**config.mk**
```make
export PLATFORM = sky130hd
export DESIGN_NAME = instr_encoder
export DESIGN_NICKNAME = d
export VERILOG_FILES = /design/src/rtl/instr_encoder.sv
export SDC_FILE = /design/constraint.sdc
export NUM_CORES = 1
export LEC_CHECK = 0
export BUFFER_PORTS_ARGS = -buffer_cell sky130_fd_sc_hd__buf_2
export CORE_UTILIZATION = 51
export DETAILED_ROUTE_END_ITERATION = 16
export PLACE_DENSITY = 0.83
export SLEW_MARGIN = 20
export SYNTH_ARGS = -nofsm -noshare
export SYNTH_HDL_FRONTEND = slang
export SYNTH_SLANG_ARGS = --single-unit
```
**constraint.sdc**
```tcl
create_clock -name clk -period 2.85 [get_ports clk]
set_clock_uncertainty 0.15 [all_clocks]
set_input_delay 0.4275 -clock clk [delete_from_list [all_inputs] [get_ports clk]]
set_output_delay 0.4275 -clock clk [all_outputs]
set_load 0.05 [all_outputs]
```
**src/rtl/instr_encoder.sv**
```systemverilog
// RV32I instruction word packer: immediate + register/opcode fields -> 32-bit word,
// with LI expansion into ADDI or LUI(+ADDI) behind a registered valid/ready stage.
module instr_encoder #(
  parameter int K = 3
) (
  input  logic         clk,
  input  logic         rst_n,
  input  logic         in_valid_i,
  output logic         in_ready_o,
  input  logic [K-1:0] in_fmt_i,
  input  logic [6:0]   in_opcode_i,
  input  logic [2:0]   in_funct3_i,
  input  logic [4:0]   in_rd_i,
  input  logic [4:0]   in_rs1_i,
  input  logic [4:0]   in_rs2_i,
  input  logic [31:0]  in_imm_i,
  output logic         out_valid_o,
  input  logic         out_ready_i,
  output logic [31:0]  out_instr_o,
  output logic         out_err_o,
  output logic         out_last_o
);

  typedef enum logic [1:0] {
    ST_EMPTY = 2'd0,
    ST_FULL  = 2'd1,
    ST_PAIR  = 2'd2
  } state_e;

  localparam logic [6:0] OP_IMM = 7'b0010011;
  localparam logic [6:0] OP_LUI = 7'b0110111;

  function automatic logic [31:0] enc_i(input logic [11:0] imm, input logic [4:0] rs1,
                                        input logic [2:0] f3, input logic [4:0] rd,
                                        input logic [6:0] op);
    return {imm, rs1, f3, rd, op};
  endfunction

  function automatic logic [31:0] enc_u(input logic [19:0] hi, input logic [4:0] rd,
                                        input logic [6:0] op);
    return {hi, rd, op};
  endfunction

  state_e      state_q, state_d;
  logic [31:0] instr_q, instr_d;
  logic        err_q, err_d;
  logic        last_q, last_d;
  logic [31:0] held_q, held_d;

  logic [2:0]         fmt_s;
  logic signed [31:0] imm_sg_s;
  logic [31:0]        li_sum_s;
  logic               in12_s, b_ok_s, j_ok_s;
  logic [31:0]        enc_word_s, enc_held_s;
  logic               enc_err_s, enc_pair_s;
  logic               accept_s;

  assign fmt_s    = in_fmt_i[2:0];
  assign imm_sg_s = $signed(in_imm_i);
  // LUI must absorb the sign of the low 12 bits that ADDI will sign-extend back in.
  assign li_sum_s = in_imm_i + 32'h0000_0800;
  assign in12_s   = (imm_sg_s >= -32'sd2048) && (imm_sg_s <= 32'sd2047);
  assign b_ok_s   = (imm_sg_s >= -32'sd4096) && (imm_sg_s <= 32'sd4094) && !in_imm_i[0];
  assign j_ok_s   = (imm_sg_s >= -32'sd1048576) && (imm_sg_s <= 32'sd1048574) && !in_imm_i[0];

  // Field packing and range check for the request currently on the inputs.
  always_comb begin
    enc_word_s = 32'd0;
    enc_held_s = 32'd0;
    enc_err_s  = 1'b0;
    enc_pair_s = 1'b0;
    case (fmt_s)
      3'b000: begin
        enc_word_s = enc_i(in_imm_i[11:0], in_rs1_i, in_funct3_i, in_rd_i, in_opcode_i);
        enc_err_s  = !in12_s;
      end
      3'b001: begin
        enc_word_s = {in_imm_i[11:5], in_rs2_i, in_rs1_i, in_funct3_i, in_imm_i[4:0], in_opcode_i};
        enc_err_s  = !in12_s;
      end
      3'b010: begin
        enc_word_s = {in_imm_i[12], in_imm_i[10:5], in_rs2_i, in_rs1_i, in_funct3_i,
                      in_imm_i[4:1], in_imm_i[11], in_opcode_i};
        enc_err_s  = !b_ok_s;
      end
      3'b011: begin
        enc_word_s = enc_u(in_imm_i[31:12], in_rd_i, in_opcode_i);
        enc_err_s  = (in_imm_i[11:0] != 12'd0);
      end
      3'b100: begin
        enc_word_s = {in_imm_i[20], in_imm_i[10:1], in_imm_i[11], in_imm_i[19:12], in_rd_i, in_opcode_i};
        enc_err_s  = !j_ok_s;
      end
      3'b101: begin
        enc_word_s = enc_u(in_imm_i[31:12], in_rd_i, OP_LUI);
        enc_err_s  = (in_imm_i[11:0] != 12'd0);
      end
      3'b110: begin
        if (in12_s) begin
          enc_word_s = enc_i(in_imm_i[11:0], 5'd0, 3'b000, in_rd_i, OP_IMM);
        end else begin
          enc_word_s = enc_u(li_sum_s[31:12], in_rd_i, OP_LUI);
          enc_held_s = enc_i(in_imm_i[11:0], in_rd_i, 3'b000, in_rd_i, OP_IMM);
          enc_pair_s = (in_imm_i[11:0] != 12'd0);
        end
      end
      default: begin
        enc_word_s = 32'd0;
        enc_err_s  = 1'b1;
      end
    endcase
  end

  assign out_valid_o = (state_q != ST_EMPTY);
  assign in_ready_o  = (state_q != ST_PAIR) && (!out_valid_o || out_ready_i);
  assign accept_s    = in_valid_i && in_ready_o;

  // Output-stage next state: load, pop, or release the held ADDI of a split LI.
  always_comb begin
    state_d = state_q;
    instr_d = instr_q;
    err_d   = err_q;
    last_d  = last_q;
    held_d  = held_q;
    case (state_q)
      ST_EMPTY, ST_FULL: begin
        if (accept_s) begin
          instr_d = enc_word_s;
          err_d   = enc_err_s;
          last_d  = !enc_pair_s;
          held_d  = enc_held_s;
          state_d = enc_pair_s ? ST_PAIR : ST_FULL;
        end else if (out_valid_o && out_ready_i) begin
          state_d = ST_EMPTY;
        end else begin
          state_d = state_q;
        end
      end
      ST_PAIR: begin
        if (out_ready_i) begin
          instr_d = held_q;
          err_d   = 1'b0;
          last_d  = 1'b1;
          state_d = ST_FULL;
        end else begin
          state_d = ST_PAIR;
        end
      end
      default: begin
        state_d = ST_EMPTY;
      end
    endcase
  end

  // Output stage and held second word.
  always_ff @(posedge clk or negedge rst_n) begin
    if (!rst_n) begin
      state_q <= ST_EMPTY;
      instr_q <= 32'd0;
      err_q   <= 1'b0;
      last_q  <= 1'b0;
      held_q  <= 32'd0;
    end else begin
      state_q <= state_d;
      instr_q <= instr_d;
      err_q   <= err_d;
      last_q  <= last_d;
      held_q  <= held_d;
    end
  end

  assign out_instr_o = instr_q;
  assign out_err_o   = err_q;
  assign out_last_o  = last_q;

endmodule

```
# == Word level (Yosys, flattened, before mapping) ==
# Cells that the tools add are included.
# W data, S select, Z words.
# totals
regBits,68
latchBits,0
ramBits,0
mem_bits_ro,0
input_bits,64
out_inout_bits,36
elab_cells,70
n_memories,0
# classes
addsub,1
mul,0
n_div,0
n_lt_le_gt_ge,6
n_eq_ne,12
n_shift,0
n_mux,21
bitwise,0
reduce_logical,25
# op_table
op,n
$pmux W32 S7,1
$mux W32,5
$pmux W32 S2,1
$add A32 B12 Y32 const B,1
$ge A32 B12 Y1 const B,1
$ge A32 B13 Y1 const B,1
$ge A32 B21 Y1 const B,1
$le A32 B12 Y1 const B,1
$le A32 B13 Y1 const B,1
$le A32 B21 Y1 const B,1
$reduce_bool A12 Y1,1
$eq A3 B3 Y1 const B,3
$logic_and A1 B1 Y1,8
$mux W2,4
$eq A3 B2 Y1 const B,2
$logic_not A1 Y1,6
$mux W1,6
$ne A2 B2 Y1 const B,3
$reduce_or A2 Y1,3
$pmux W1 S5,1
$pmux W1 S2,2
$pmux W2 S2,1
$reduce_bool A2 Y1,2
$eq A3 B1 Y1 const B,1
other kinds (8),8

# == Depth between registers and ports, before layout ==
# depth
depth_word,7
mapped_depth,8
mapped_depth_nobuf,7

# == Least setup slack after synthesis ==
# Ideal clock, no wire load.
# synth_timing
path_type,input to register
startpoint,input in_imm_i[20]
endpoint,register held_q[30]
setup_ns,0.121
t_arrival_ns,2.320
t_required_ns,2.579
setup_slack_ns,0.259
path_stages,8
n_path_buf,2
path_cell_list,buf_2 nand4_2 or4_4 or4_4 nand2_4 nor2_1 buf_2 a22o_1
# synth_between
elab_chain_cells,4
word_cells_on_any_way,5
classes_between,2 x order compare; 2 x mux; 1 x reduce/logical
# synth_rtl
element,line_no,rtl
start: declaration,16,"input logic [31:0] in_imm_i,"
$ge A32 B12 Y1 or $le A32 B12 Y1 (tied branches),62,assign in12_s = (imm_sg_s >= -32'sd2048) && (imm_sg_s <= 32'sd2047);
$logic_and A1 B1 Y1 (*),62,
$mux W32 (*),99,if (in12_s) begin
$mux W32 (*),72,case (fmt_s)
end signal: assignment,168,held_q <= held_d;
end: declaration,48,"logic [31:0] held_q, held_d;"
# Mark *: on every way between the ends. The rest lies on a longest branch, timed or not.
# A chain may end at the register's enable or synchronous reset.

# == Final worst setup path ==
# layout_timing
startpoint,input in_imm_i[21]
endpoint,register held_q[25]
# Same word-level chain as after synthesis.

==> out/metrics.yaml <==
final_layout:
  nNetsFinal: 578
  antennaDiodeCount: 0
  area_growth_pct: 21.8
  fin_util_pct: 65.8
  drive_gt1_share_pct: 28.1
global_routing:
  overflow: 0
  grt_usage_pct: 34.6
  grt_max_degree: 32
  grt_pass1_vias: 3741
  antenna_found_initial: 0
  grt_pass1_wl_mm: 19.4
timing:
  maxSlewViolCount: 0
  setup-violations-final: 0
  setup_ws_ns: 0.396
  rsz0062_at_grt: "no"
  hold_ws_ns: 0.193
  fmax_mhz: 407
  finalHoldViolations: 0
  post-route-period-util_pct: 86.1
  period_minus_slack_ns: 2.45
  tightest_slew_ns: 1.02
  slew_headroom_pct: 31.5
  fin_tns_setup_ns: 0
setup_path:
  path_cells: "buf_2, nand4_2, or4_4, or4_4, nand2_4, nor2_1, a22o_1"
  cp_max_fo: 15
  slowest_stage: "or4_4"
  regToRegEndpoint: "held_q[25]$_DFFE_PN0P_"
  critPathLaunchType: "primary input"
  max_stage_delay_ns: 0.57
  r2r-start: "state_q[1]$_DFFE_PN0P_"
  required_ns: 2.90
  crit_top_cell: "or4_4"
  worstPathArrival_ns: 2.51
  end_kind: "flip-flop"
  r2r_cells: 5
  crit_type: "primary input to flip-flop"
  crit_path_end: "held_q[25]$_DFFE_PN0P_"
  startpoint: "in_imm_i[21]"
  reg2reg_slack_ns: 0.56
placed_design:
  io_buffers: 99
  dp_slack_ns: 0.101
  hpwl_mm: 9.41
  gp_congestion: 1.01
route:
  routedWlPerCell_um: 21.2
  antenna_left: 0
  drt_iter0_markers: 458
  drc_errors: 0
  num_vias: 3978
  drt_pre_antenna_iters: 5
  drt-total-wl_mm: 12.5
  via_per_inst: 6.75
clocking:
  clk_latency_ns: 0.32
  cts_root_buf: "clkbuf_8"
  clock_sinks: 54
  ctsResizeCount: 0
  htreeDepth: 2
  clkTransAtPathRegs_ns: 0.11
  cts_tree: "done"
  tritoncts.num_buffers: 5
  clock_path_buffers: 2
logic_synthesis:
  synthesis.nets: 473
  synth_ff_type: "dfrtp_1"
  syn_avg_cell_area_um2: 8.65
  synth_edf_count: 0
  synth.distinct_cells: 54
  syn_area_um2: 3510
  synthArstFlopShare_pct: 100
  synthCells: 406
  synth_warnings: 0
  ys_seq_area_share_pct: 38.5
  ys_ff_latch: 54
power_and_ir_drop:
  p_leak_nw: 1.90
  max-vdd-ir-drop_uv: 416
  powerDensity_nw_per_um2: 579
floorplan:
  coreArea_um2: 6490
  dieWidth_um: 85.0
  rows: 29
  start_util_pct: 54.1
  pin_count: 100
  die_h_um: 85.0
  dieArea_um2: 7220
run_status:
  status: "completed"
worst_hold_path:
  hold_class: "primary input to flip-flop"
flow_run:
  drv_cap: 0
-- registers in the layout, summed over array words and instances, names as in the netlist --
signal and count:
out_err_o 1, out_last_o 1, state_q 2, held_q 18, out_instr_o 32
-- placed cells by master (no fill, tap or decap), types with 8 or more instances in the layout --
cell type / n
a31oi_1: 9
a22oi_1: 13
nor4_1: 10
nand2_1: 52
nand4_1: 9
a221oi_1: 11
buf_2: 99
buf_4: 24
nor2_1: 30
o221ai_1: 15
xnor2_1: 11
o21ai_0: 29
nor3_1: 8
a21oi_1: 16
dfrtp_1: 54
nand3_1: 11
a22o_1: 17
inv_1: 10
-- through the flow --
step / cell area, µm² / total power, W / instances
after floorplan: 3510 / 0.00167 / 406
after global routing: 4280 / 0.00257 / 589
after detailed placement: 4170 / 0.00200 / 580
after global placement: 4170 / 0.00199 / 580
after CTS: 4280 / 0.00247 / 589
final: 4280 / 0.00248 / 589
-- per-layer routing --
layer / global-route usage, % / vias to the layer above / wire [µm]
li1: - / 1777 / -
met1: 46.2 / 1912 / 5120
met2: 54.3 / 249 / 5680
met3: 8.27 / 40 / 1230
met4: 14.2 / 0 / 433
met5: 0 / - / 0
-- power by group --
group	internal [W]	total, W	switching (W)
Clock	0.000183	0.000474	0.000291
Sequential	0.000887	0.000958	0.0000703
Combinational	0.000282	0.00104	0.000763
Total	0.00135	0.00248	0.00112
-- worst min path at each step --
stage                    from                          end  slack, ns  cells past startpoint
2_1_floorplan           rst_n       held_q[15]$_DFFE_PN0P_      -0.02                      0
3_3_place_gp            rst_n  out_instr_o[24]$_DFFE_PN0P_       0.26                      1
3_5_place_dp            rst_n  out_instr_o[25]$_DFFE_PN0P_       0.26                      1
4_1_cts        in_opcode_i[2]   out_instr_o[2]$_DFFE_PN0P_       0.19                      2
5_1_grt            in_rd_i[1]       held_q[16]$_DFFE_PN0P_       0.20                      2
6_report       in_opcode_i[2]   out_instr_o[2]$_DFFE_PN0P_       0.19                      2
-- synth_stat cells (2+ instances only) --
master    instances  area (µm²)
dfrtp_1          54        1350
mux2i_1           6        60.1
a32oi_1           2        17.5
o311ai_0          4        35.0
a21oi_1          16        80.1
a22oi_1          13        97.6
o21ai_0          30         150
or3_1             2        12.5
xnor2_1          11        96.3
o21a_1            2        15.0
o221ai_1         15         131
inv_1            10        37.5
o22a_1            4        35.0
nand3_1          11        55.1
nor2_1           30         113
o22ai_1           6        37.5
a221o_1           3        30.0
nor3_1            8        40.0
buf_2             4        20.0
ha_1              3        37.5
or4_4             2        22.5
nand2_1          52         195
nand2b_1          2        12.5
a22o_1           17         149
nor2b_1           2        12.5
and3_1            5        31.3
a221oi_1         11        96.3
nand4_1           9        56.3
a32o_1            2        20.0
o211ai_1          2        15.0
xor2_1            6        52.6
clkbuf_1         20        75.1
nor4_1           10        62.6
o31ai_1           3        22.5
a31oi_1           9        56.3
o21ai_1           2        10.0
-- what timing repair did --
item                      CTS  global route
buffers inserted            0             0
hold buffers                1             0
hold endpoints to repair   19             0
-- final cells by class --
class,count,area [µm²]
inverters,10,37.5
repair buffers,124,686
multi-input cells,316,2010
well taps,77,96.3
fillers,555,2220
flip-flops and latches,54,1350
clock buffers,5,68.8
clock inverters,3,28.8
-- critical path, delay by kind of cell --
family	cells	cell delay, ns
AND/OR/NAND/NOR	5	1.65
AO/OA/AOI/OAI	1	0.26
buffers and inverters	1	0.16
-- cell families after synthesis --
kind of cell	Yosys count	share of synthesized area [%]
buf+inv	36	4.56
simple gates	142	19.6
mux	6	1.71
xor+xnor	17	4.24
compound gates	148	30.3
flops	54	38.5
fa+ha+maj	3	1.07
(Power assumes the default switching activity.)
